### config.mk
export PLATFORM = sky130hd
export DESIGN_NAME = input_frontend_flat
export DESIGN_NICKNAME = d
export VERILOG_FILES = /design/src/rtl/input_frontend_if.sv /design/src/rtl/input_frontend.sv /design/src/flat_wrapper.sv
export SDC_FILE = /design/constraint.sdc
export NUM_CORES = 1
export LEC_CHECK = 0
export BUFFER_PORTS_ARGS = -buffer_cell sky130_fd_sc_hd__buf_2
export CELL_PAD_IN_SITES_DETAIL_PLACEMENT = 0
export CELL_PAD_IN_SITES_GLOBAL_PLACEMENT = 2
export CORE_ASPECT_RATIO = 0.75
export CORE_MARGIN = 1
export CORE_UTILIZATION = 40
export CTS_BUF_LIST = sky130_fd_sc_hd__clkbuf_4 sky130_fd_sc_hd__clkbuf_8 sky130_fd_sc_hd__clkbuf_16
export CTS_CLUSTER_SIZE = 30
export DETAILED_ROUTE_END_ITERATION = 6
export GPL_TIMING_DRIVEN = 0
export HOLD_SLACK_MARGIN = 0.03
export MAX_ROUTING_LAYER = met4
export PLACE_DENSITY = 0.82
export SYNTH_ARGS = -nofsm -noshare
export SYNTH_HDL_FRONTEND = slang
export SYNTH_SLANG_ARGS = --single-unit
export TNS_END_PERCENT = 50
### constraint.sdc
create_clock -name clk -period 5.4 [get_ports clk]
set_clock_uncertainty 0.05 [all_clocks]
set_input_delay 0.54 -clock clk [delete_from_list [all_inputs] [get_ports clk]]
set_output_delay 0.54 -clock clk [all_outputs]
set_load 0.005 [all_outputs]
### src/rtl/input_frontend_if.sv
// rtl/input_frontend_if.sv - pin-side and CPU-side signal bundle for input_frontend
interface input_frontend_if #(
    parameter int CHANNELS = 8
);
    logic [CHANNELS-1:0]   sig_i;
    logic [2*CHANNELS-1:0] edge_mode;
    logic [CHANNELS-1:0]   clear_i;
    logic [CHANNELS-1:0]   level_o;
    logic [CHANNELS-1:0]   pulse_o;
    logic [CHANNELS-1:0]   event_o;
    logic [CHANNELS-1:0]   capture_o;
    logic                  capture_valid;

    modport master (
        output sig_i, edge_mode, clear_i,
        input  level_o, pulse_o, event_o, capture_o, capture_valid
    );

    modport slave (
        input  sig_i, edge_mode, clear_i,
        output level_o, pulse_o, event_o, capture_o, capture_valid
    );
endinterface

### src/rtl/input_frontend.sv
// rtl/input_frontend.sv - per-channel synchroniser, debouncer, edge qualifier, sticky flags and snapshot
module input_frontend #(
    parameter int                  CHANNELS        = 8,
    parameter int                  SYNC_STAGES     = 2,
    parameter int                  DEBOUNCE_CYCLES = 1_500_000,
    parameter logic [CHANNELS-1:0] INIT_LEVEL      = '0,
    parameter int                  CAPTURE_CH      = 0
) (
    input  logic               clk,
    input  logic               reset,
    input_frontend_if.slave    bus
);
    localparam int             CW       = $clog2(DEBOUNCE_CYCLES) + 1;
    localparam logic [CW-1:0]  CNT_LAST = CW'(DEBOUNCE_CYCLES - 1);

    logic [CHANNELS-1:0] r_sync [SYNC_STAGES];
    logic [CW-1:0]       r_cnt [CHANNELS];
    logic [CW-1:0]       w_cnt_nxt [CHANNELS];
    logic [CHANNELS-1:0] r_level;
    logic [CHANNELS-1:0] r_pulse;
    logic [CHANNELS-1:0] r_event;
    logic [CHANNELS-1:0] r_capture;
    logic                r_capture_valid;
    logic [CHANNELS-1:0] w_sync;
    logic [CHANNELS-1:0] w_level_nxt;
    logic [CHANNELS-1:0] w_pulse_nxt;

    assign w_sync = r_sync[SYNC_STAGES-1];

    // Counter runs only while the synchronised value disagrees with the accepted level,
    // so any bounce back to the old value restarts the window from zero.
    always_comb begin
        for (int k = 0; k < CHANNELS; k++) begin
            w_cnt_nxt[k]   = '0;
            w_level_nxt[k] = r_level[k];
            w_pulse_nxt[k] = 1'b0;
            if (w_sync[k] != r_level[k]) begin
                if (r_cnt[k] == CNT_LAST) begin
                    w_level_nxt[k] = w_sync[k];
                    w_pulse_nxt[k] = w_sync[k] ? bus.edge_mode[2*k] : bus.edge_mode[2*k+1];
                end else begin
                    w_cnt_nxt[k] = r_cnt[k] + CW'(1);
                end
            end
        end
    end

    always_ff @(posedge clk) begin
        if (reset) begin
            for (int s = 0; s < SYNC_STAGES; s++) begin
                r_sync[s] <= INIT_LEVEL;
            end
            for (int k = 0; k < CHANNELS; k++) begin
                r_cnt[k] <= '0;
            end
            r_level         <= INIT_LEVEL;
            r_pulse         <= '0;
            r_event         <= '0;
            r_capture       <= '0;
            r_capture_valid <= 1'b0;
        end else begin
            r_sync[0] <= bus.sig_i;
            for (int s = 1; s < SYNC_STAGES; s++) begin
                r_sync[s] <= r_sync[s-1];
            end
            for (int k = 0; k < CHANNELS; k++) begin
                r_cnt[k] <= w_cnt_nxt[k];
            end
            r_level <= w_level_nxt;
            r_pulse <= w_pulse_nxt;
            // Set beats clear when both land on the same edge.
            r_event <= w_pulse_nxt | (r_event & ~bus.clear_i);
            if (w_pulse_nxt[CAPTURE_CH]) begin
                r_capture       <= w_level_nxt;
                r_capture_valid <= 1'b1;
            end else begin
                r_capture_valid <= 1'b0;
            end
        end
    end

    assign bus.level_o       = r_level;
    assign bus.pulse_o       = r_pulse;
    assign bus.event_o       = r_event;
    assign bus.capture_o     = r_capture;
    assign bus.capture_valid = r_capture_valid;
endmodule

### src/flat_wrapper.sv
// flat-port wrapper written by rule: the top's interface ports become plain ports
module input_frontend_flat 
#(
    parameter int                  CHANNELS        = 8,
    parameter int                  SYNC_STAGES     = 2,
    parameter int                  DEBOUNCE_CYCLES = 1_500_000,
    parameter logic [CHANNELS-1:0] INIT_LEVEL      = '0,
    parameter int                  CAPTURE_CH      = 0
)
  (clk, reset, bus_sig_i, bus_edge_mode, bus_clear_i, bus_level_o, bus_pulse_o, bus_event_o, bus_capture_o, bus_capture_valid);
  input_frontend_if #(.CHANNELS(CHANNELS)) bus_i ();
  input  logic clk;
  input  logic reset;
  input wire logic [$bits(bus_i.sig_i)-1:0] bus_sig_i;
  input wire logic [$bits(bus_i.edge_mode)-1:0] bus_edge_mode;
  input wire logic [$bits(bus_i.clear_i)-1:0] bus_clear_i;
  output wire logic [$bits(bus_i.level_o)-1:0] bus_level_o;
  output wire logic [$bits(bus_i.pulse_o)-1:0] bus_pulse_o;
  output wire logic [$bits(bus_i.event_o)-1:0] bus_event_o;
  output wire logic [$bits(bus_i.capture_o)-1:0] bus_capture_o;
  output wire logic [$bits(bus_i.capture_valid)-1:0] bus_capture_valid;
  assign bus_i.sig_i = bus_sig_i;
  assign bus_i.edge_mode = bus_edge_mode;
  assign bus_i.clear_i = bus_clear_i;
  assign bus_level_o = bus_i.level_o;
  assign bus_pulse_o = bus_i.pulse_o;
  assign bus_event_o = bus_i.event_o;
  assign bus_capture_o = bus_i.capture_o;
  assign bus_capture_valid = bus_i.capture_valid;
  input_frontend #(.CHANNELS(CHANNELS), .SYNC_STAGES(SYNC_STAGES), .DEBOUNCE_CYCLES(DEBOUNCE_CYCLES), .INIT_LEVEL(INIT_LEVEL), .CAPTURE_CH(CAPTURE_CH)) u_core (.clk(clk), .reset(reset), .bus(bus_i));
endmodule
==> impl_metrics.csv <==
group,metric,value,unit
setup_path,startpoint_type,"flop",
sta,tightest_slew,1.17,ns
floorplan,fp.dieArea,24400,um2
cts,cts_hold_buffers,0,
routing,vias,7300,
cts,cts.sinks,224,
setup_path,arrival,2.70,ns
cts,cts-htree-levels,1,
placed_design,io_buffers,66,
logic_synthesis,synth_cell_type_count,41,
logic_synthesis,synth_area_leader_cell,"dfxtp_1",
sta,rsz0062_at_grt,"false",
global_route,grt-ovfl-total,0,
global_route,grt_pass1_wl,34400,um
routing,via_per_inst,4.88,
logic_synthesis,synth_edf_count,0,
worst_hold_path,hold_class,"input port to flop",
global_route,use_met2,0.246,
logic_synthesis,synth_nets,1129,
global_route,grt_util_met1,0.261,
logic_synthesis,yosys_warnings,0,
setup_path,crit_path_max_incr_delay,0.39,ns
setup_path,critical_path.max_fanout,10,
sta,post-route-period-util,0.438,
logic_synthesis,ys_ff_latch,224,
logic_synthesis,syn_inst,1087,
placed_design,gp_congestion,0.794,
sta,slew_violations,0,
logic_synthesis,ys.flop_type,"dfxtp_1",
power,p_leak,0.00376,uW
layout,area.growth.synth_to_final,16.6,%
placed_design,dp_slack,2.64,ns
layout,fin_nets,1221,
routing,drtIter0Drc,297,
cts,clk_path_buf_depth,3,
setup_path,crit_chain,"ha_1 -> and3_1 -> clkbuf_1 -> and3_1 -> nand4_1 -> nand2_1 -> clkbuf_1 -> nor2_1",
sta,hold_slack,0.188,ns
sta,worst_slack,3.04,ns
cts,cts.reportedPaths.clkPinSlew,0.06,ns
floorplan,core-area,23100,um2
sta,relSlewSlack,0.210,
power,peakVddDrop,0.180,mV
power,total_power,3500,uW
layout,layout-drive-gt1-share,0.109,
global_route,grtUsageMet3,0.0274,
layout,fillCellCount,2268,
placed_design,hpwl,14600,um
power,power.density,316,nW/um2
logic_synthesis,synth_top_area_share,0.472,
global_route,grt_busiest_layer,"met1",
global_route,grt_max_degree,15,
floorplan,die_x,180,um
layout,register_area,4480,um2
global_route,antenna_found_initial,0,
logic_synthesis,synthArstFlopShare,0,
sta,finalSetupViolCount,0,
cts,numCtsBuffers,24,
floorplan,die-height,135,um
sta,tns,0,ns
routing,ant_nets,0,
sta,fin_crit,2.36,ns
cts,cts_tree,"done",
setup_path,crit_type,"flop to flop",
job,maxCapViolations,0,
floorplan,floorplan.initialDensity,0.411,
routing,wirelength,20300,um
layout,multiInputGateArea,4790,um2
setup_path,slowest_stage,"dfxtp_1",
setup_path,worst-endpoint-required,5.73,ns
logic_synthesis,synth_area_per_cell,8.73,um2
floorplan,io_pins,67,
setup_path,crit_family,"simple AND/OR/NAND/NOR gates",
routing,wire_per_inst,13.5,um
layout,antenna_cells,0,
routing,drc,1,
cts,insertion_delay,0.51,ns
run_status,status,"complete, but fails checks",
logic_synthesis,yosysSeqAreaShare,0.472,
cts,clockRootBuffer,"clkbuf_16",
logic_synthesis,synth_area,9490,um2
routing,firstDrtPassIters,6,
layout,final_common_cell,"nor2_1",
cts,ctsResizeCount,0,
cts,cts_setup_buffers,0,
logic_synthesis,netlist_top_cells_area,"dfxtp_1, nor2_1, xor2_1, xnor2_1, nand3_1",
global_route,grt_usage,0.175,
setup_path,cp-end-kind,"flop",
layout,layout_common_cells,"nor2_1, dfxtp_1, xor2_1",
sta,max_freq,423,MHz
setup_path,cp_num_buf_inv,2,
run_status,failed_checks,"design-rule violations",
floorplan,row_count,48,
global_route,grt_pass1_vias,6742,
sta,hold_viol_final,0,
[Yosys cell counts, types with 3 or more instances]
master,count
nor2_1,235
dfxtp_1,224
xor2_1,95
nand3_1,88
nand2_1,72
xnor2_1,71
nand4_1,48
and3_1,31
nor4_1,26
nor2b_1,20
nor3_1,19
inv_1,18
clkbuf_1,16
nand2b_1,15
a21oi_1,12
and4_1,12
buf_2,9
ha_1,8
nor4b_1,8
mux2i_1,7
a211oi_1,6
nand3b_1,6
o21ai_0,6
and2_1,5
nand4b_1,4
or4_1,4
buf_4,3
[registers in the layout, indices dropped and copies added (netlist names)]
signal,cells
u_core.r_sync,16
u_core.bus.capture_o,8
u_core.bus.event_o,8
u_core.bus.pulse_o,8
u_core.bus.level_o,8
u_core.r_cnt,176
[final timing paths]
check | endpoint | start | cells past startpoint | slack, ns
worst min register to register | u_core.r_sync[0][14]$_SDFF_PP0_ | u_core.r_sync[0][6]$_SDFF_PP0_ | 1 | 0.38
worst max register to register | u_core.r_cnt[0][150]$_SDFF_PP0_ | u_core.r_cnt[0][132]$_SDFF_PP0_ | 8 | 3.04
worst min-delay path | u_core.r_sync[0][6]$_SDFF_PP0_ | bus_sig_i[6] | 2 | 0.19
worst max-delay path | u_core.r_cnt[0][150]$_SDFF_PP0_ | u_core.r_cnt[0][132]$_SDFF_PP0_ | 8 | 3.04
[final cells by class]
cell class / count / share of cell area
sequential: 224 / 0.405
tap: 300 / 0.0339
timing repair buffer: 66 / 0.0298
buffer: 31 / 0.0139
clock buffer: 32 / 0.0635
multi-input combinational: 814 / 0.432
clock inverter: 12 / 0.0155
inverter: 18 / 0.00610
[per-stage QoR]
step,cells,utilization,cell area [um2]
global placement,1453,0.441,10200
floorplan,1087,-,9490
global route,1497,0.479,11100
detailed placement,1453,0.441,10200
finish,1497,0.479,11100
CTS,1497,0.479,11100
[where the power goes]
part	switching [uW]	internal, uW
logic	29.3	20.0
clock network	678	1110
registers	4.92	1660
[layer usage]
layer,share of wire,up-vias
met3,0.032,32
met5,0,-
met2,0.40,70
li1,-,3874
met1,0.55,3324
met4,0.018,0
[kinds of logic after synthesis]
kind of cell / Yosys count / synth area share
AND/OR/NAND/NOR: 606 / 0.316
flip-flops: 224 / 0.472
XOR/XNOR: 166 / 0.153
buffers and inverters: 49 / 0.0233
AO/OA/AOI/OAI: 27 / 0.0169
adder cells (fa/ha/maj): 8 / 0.0105
multiplexers: 7 / 0.00738
(Power assumes the default switching activity.)
